--- src/rtl/maj3_bit_sampler.sv ---
// maj3_bit_sampler: recovers NBITS oversampled serial bits per arm, voting three centre samples.
module majority3 (
    input  logic a,
    input  logic b,
    input  logic c,
    output logic y
);
    assign y = (a & b) | (a & c) | (b & c);
endmodule

module maj3_bit_sampler #(
    parameter int   OVERSAMPLE = 16,
    parameter int   CNT_W      = 4,
    parameter int   NBITS      = 8,
    parameter logic IDLE_LVL   = 1'b1
) (
    input  logic clk,
    input  logic rst,
    input  logic en,
    input  logic arm,
    input  logic rx_in,
    output logic bit_out,
    output logic bit_valid,
    output logic noisy,
    output logic busy,
    output logic done
);
    localparam int MID = OVERSAMPLE / 2;
    typedef enum logic [1:0] {IDLE, HUNT, RUN} state_t;
    state_t state_q, state_d;
    logic sync1_q, rx_s_q, prev_q;
    logic [CNT_W-1:0] tick_q;
    logic [7:0] bit_cnt_q;
    logic s0_q, s1_q, bit_out_q, noisy_q, bit_valid_q, done_q;
    logic edge_w, cap2_w, last_w, vote_w;
    assign edge_w = en & (rx_s_q != prev_q);
    assign cap2_w = en & (state_q == RUN) & (tick_q == CNT_W'(MID + 1));
    assign last_w = bit_cnt_q == 8'(NBITS - 1);
    majority3 u_vote (.a(s0_q), .b(s1_q), .c(rx_s_q), .y(vote_w));
    always_ff @(posedge clk or posedge rst) begin
        if (rst) begin
            state_q     <= IDLE;
            sync1_q     <= IDLE_LVL;
            rx_s_q      <= IDLE_LVL;
            prev_q      <= IDLE_LVL;
            tick_q      <= '0;
            bit_cnt_q   <= '0;
            s0_q        <= 1'b0;
            s1_q        <= 1'b0;
            bit_out_q   <= 1'b0;
            noisy_q     <= 1'b0;
            bit_valid_q <= 1'b0;
            done_q      <= 1'b0;
        end else begin
            state_q     <= state_d;
            sync1_q     <= rx_in;
            rx_s_q      <= sync1_q;
            bit_valid_q <= cap2_w;
            done_q      <= cap2_w & last_w;
            if (en)
                prev_q <= rx_s_q;
            if (state_q == HUNT && edge_w) begin
                tick_q    <= CNT_W'(1);
                bit_cnt_q <= '0;
            end else if (state_q == RUN && en) begin
                tick_q <= (tick_q == CNT_W'(OVERSAMPLE - 1)) ? '0 : tick_q + 1'b1;
                if (tick_q == CNT_W'(MID - 1))
                    s0_q <= rx_s_q;
                if (tick_q == CNT_W'(MID))
                    s1_q <= rx_s_q;
                if (cap2_w) begin
                    bit_out_q <= vote_w;
                    noisy_q   <= !(s0_q == s1_q && s1_q == rx_s_q);
                    bit_cnt_q <= bit_cnt_q + 1'b1;
                end
            end
        end
    end
    // arm is honoured on any cycle; every other transition waits for an en tick
    always_comb begin
        state_d = state_q;
        case (state_q)
            IDLE:    state_d = arm ? HUNT : IDLE;
            HUNT:    state_d = edge_w ? RUN : HUNT;
            RUN:     state_d = (cap2_w && last_w) ? IDLE : RUN;
            default: state_d = IDLE;
        endcase
    end
    always_comb begin
        busy      = state_q != IDLE;
        bit_out   = bit_out_q;
        noisy     = noisy_q;
        bit_valid = bit_valid_q;
        done      = done_q;
    end
endmodule
--- config.mk ---
export PLATFORM = sky130hd
export DESIGN_NAME = maj3_bit_sampler
export DESIGN_NICKNAME = d
export VERILOG_FILES = /design/src/rtl/maj3_bit_sampler.sv
export SDC_FILE = /design/constraint.sdc
export NUM_CORES = 1
export LEC_CHECK = 0
export BUFFER_PORTS_ARGS = -buffer_cell sky130_fd_sc_hd__buf_2
export CAP_MARGIN = 25
export CORE_UTILIZATION = 55
export CTS_CLUSTER_DIAMETER = 150
export DETAILED_ROUTE_END_ITERATION = 8
export PLACE_DENSITY = 0.84
export SKIP_CTS_REPAIR_TIMING = 1
export SLEW_MARGIN = 20
export SYNTH_ARGS = -nofsm -noshare
export SYNTH_HDL_FRONTEND = slang
export SYNTH_SLANG_ARGS = --single-unit
--- constraint.sdc ---
create_clock -name clk -period 2 [get_ports clk]
set_input_delay 0 -clock clk [delete_from_list [all_inputs] [get_ports clk]]
set_output_delay 0 -clock clk [all_outputs]
set_load 0.03 [all_outputs]
==> impl_metrics.json <==
{
  "async_flop_share_pct": 100.0,
  "cts_tree": "yes",
  "start_util_pct": 61.60,
  "fill_cells": 155,
  "layout-area-overhead-vs-synth_pct": 10.60,
  "critPathArrivalTime_ps": 1940,
  "netlist-cell-type-count": 33,
  "clkTransAtPathRegs_ps": 120,
  "clockRootBuffer": "clkbuf_4",
  "yosys_warnings": 0,
  "layout.nets": 129,
  "r2r_start": "state_q[0]$_DFF_PP0_",
  "wire_per_inst_um": 13.71,
  "crit_path_start_kind": "register",
  "syn_area_um2": 1110,
  "fin_cells": 142,
  "powerDensity_nw_per_um2": 936.9,
  "ys.flop_type": "dfrtp_1",
  "antenna_found_initial": 0,
  "final_cell_mix": "20 x dfrtp_1, 11 x nor2_1, 10 x nand2_1, 9 x buf_2, 7 x nand3_1",
  "dp_hpwl_mm": 1.443,
  "core_um2": 1802,
  "leakage_nw": 0.5824,
  "hp-class": "in -> reg",
  "finalWeightedCongestion": 0.8502,
  "fin_setup_tns_ps": 0,
  "syn_inst": 103,
  "clock_path_buffers": 2,
  "seqCellArea_um2": 579.3,
  "rows": 15,
  "layout-drive-gt1-share_pct": 17.95,
  "irDropWorstVdd_mv": 0.8473,
  "viasPerCell": 5.704,
  "relSlewSlack_pct": 45.88,
  "period_needed_ps": 1686,
  "first_iter_violations": 9,
  "r2r_cells": 4,
  "diodes": 0,
  "cts_buffers": 3,
  "r2r_end": "bit_cnt_q[3]$_DFFE_PP0P_",
  "drv_slew": 0,
  "dieWidth_um": 46.92,
  "overflow": 0,
  "synth_edf_count": 0,
  "globalRouteTotalUtil_pct": 21.61,
  "rsz0062_at_grt": "no",
  "path_class": "reg -> reg",
  "r2r_setup_slack_ps": 310,
  "ant_nets": 0,
  "synth-seq-cells": 23,
  "synth-seq-area-share_pct": 52.20,
  "ctsHtreeMaxLevel": 1,
  "max_cap_violations": 0,
  "layout_commonest_cell": "dfrtp_1",
  "dieArea_um2": 2201,
  "cp.required_ps": 2250,
  "critPathMaxFanout": 9,
  "drtPass1Iterations": 4,
  "setup_viol": 0,
  "placed_cells": 135,
  "drc_errors": 0,
  "max_freq_mhz": 593.0,
  "grt_max_degree": 24,
  "fp.dieH_um": 46.92,
  "syn-num-nets": 114,
  "vias": 810,
  "timing.final.crit_share_pct": 84.32,
  "wl_mm": 1.947,
  "outcome": "complete, no violations",
  "finClkSkew_ps": 1.604,
  "cp-end-kind": "register",
  "grt_pass1_vias": 751,
  "worstHoldStart": "en",
  "multi_input_area_um2": 500.5,
  "clk_latency_ps": 300,
  "port_buffers": 9,
  "tightestPinTransition_ps": 811.0,
  "pin_count": 10,
  "cts_sinks": 23,
  "grt_first_pass_wirelength_mm": 3.298,
  "avgSynthCellArea_um2": 10.77,
  "finalHoldViolations": 0,
  "worstHoldEndpoint": "state_q[0]$_DFF_PP0_",
  "whs_path_depth": 2
}
-- registers in the layout, summed over array words and instances, names as in the netlist --
| register | count |
|---|---|
| bit_valid | 1 |
| rx_s_q | 1 |
| done | 1 |
| state_q | 2 |
| bit_out | 1 |
| s1_q | 1 |
| tick_q | 4 |
| bit_cnt_q | 8 |
| sync1_q | 1 |
| noisy | 1 |
| prev_q | 1 |
| s0_q | 1 |
-- through the flow --
stage	worst slack [ps]	utilization (%)	hold WS [ps]	area (um^2)	power (W)
2_1_floorplan	438.6	-	-0.2997	1110	0.0008644
3_3_place_gp	384.1	65.00	106.1	1171	0.0009248
3_5_place_dp	348.8	65.00	106.4	1171	0.0009455
4_1_cts	318.9	66.46	-226.9	1197	0.001152
5_1_grt	211.1	68.13	28.12	1227	0.001222
6_report	313.6	68.13	9.676	1227	0.001150
-- cell usage after synthesis, types with 2 or more instances --
cell type | number | share of area [%]
dfrtp_1 | 20 | 45
xnor2_1 | 3 | 2.4
nand3_1 | 7 | 3.2
nand4b_1 | 2 | 1.6
inv_1 | 3 | 1.0
nand4_1 | 4 | 2.3
a21oi_1 | 2 | 0.90
dfstp_2 | 3 | 7.1
nor2_1 | 11 | 3.7
nand2_1 | 10 | 3.4
xor2_1 | 3 | 2.4
ha_1 | 6 | 6.8
o21ai_1 | 3 | 1.4
mux2_2 | 3 | 3.0
nor3_1 | 3 | 1.4
o211ai_1 | 2 | 1.4
o21ai_0 | 2 | 0.90
-- final cells by class --
class | instances | area share [%]
clock buffers | 4 | 2.141
inverters | 4 | 1.223
multi-input cells | 74 | 40.77
flip-flops and latches | 23 | 47.20
well taps | 25 | 2.548
repair buffers | 12 | 6.116
-- report_power, final --
| group | total, W | switching, W | internal [W] |
|---|---|---|---|
| clock | 0.000208 | 0.000131 | 0.0000777 |
| sequential | 0.000622 | 0.0000854 | 0.000537 |
| combinational | 0.000319 | 0.000187 | 0.000132 |
-- layer usage --
metal	part of all wire (%)	GRT usage (%)	vias to the layer above	routed length (um)
li1	-	-	391	-
met2	51	34.44	17	991
met3	2.5	3.462	4	48
met4	0.98	8.571	0	19
met5	0	0	-	0
met1	46	29.63	398	888
-- critical path, stage by stage (launching register included) --
cell and delay (ps):
dfrtp_1 470, and3b_1 420, nand3_4 160, or4_1 520
nand2_1 70
-- worst max-delay path by stage --
stage,start,endpoint,slack (ps),cells past startpoint
after floorplan,rx_s_q$_DFF_PP1_,bit_cnt_q[3]$_DFFE_PP0P_,440,5
after global placement,state_q[0]$_DFF_PP0_,bit_cnt_q[3]$_DFFE_PP0P_,380,4
after detailed placement,state_q[0]$_DFF_PP0_,bit_cnt_q[3]$_DFFE_PP0P_,350,4
after CTS,state_q[0]$_DFF_PP0_,bit_cnt_q[3]$_DFFE_PP0P_,320,4
after global routing,state_q[0]$_DFF_PP0_,bit_cnt_q[3]$_DFFE_PP0P_,210,4
final,state_q[0]$_DFF_PP0_,bit_cnt_q[3]$_DFFE_PP0P_,310,4
-- kinds of logic (layout without fill, tap and decap cells) --
logic type,after synthesis,after routing,share of synthesized area (%)
adders and majority gates,6,6,6.764
DFF,23,23,52.20
xor gates and xnor gates,6,6,4.736
muxes,4,4,3.946
and+or+nand+nor,46,46,22.89
buffers and inverters,6,20,2.705
AOI/OAI and AO/OA,12,12,6.764
(Power assumes the default switching activity.)
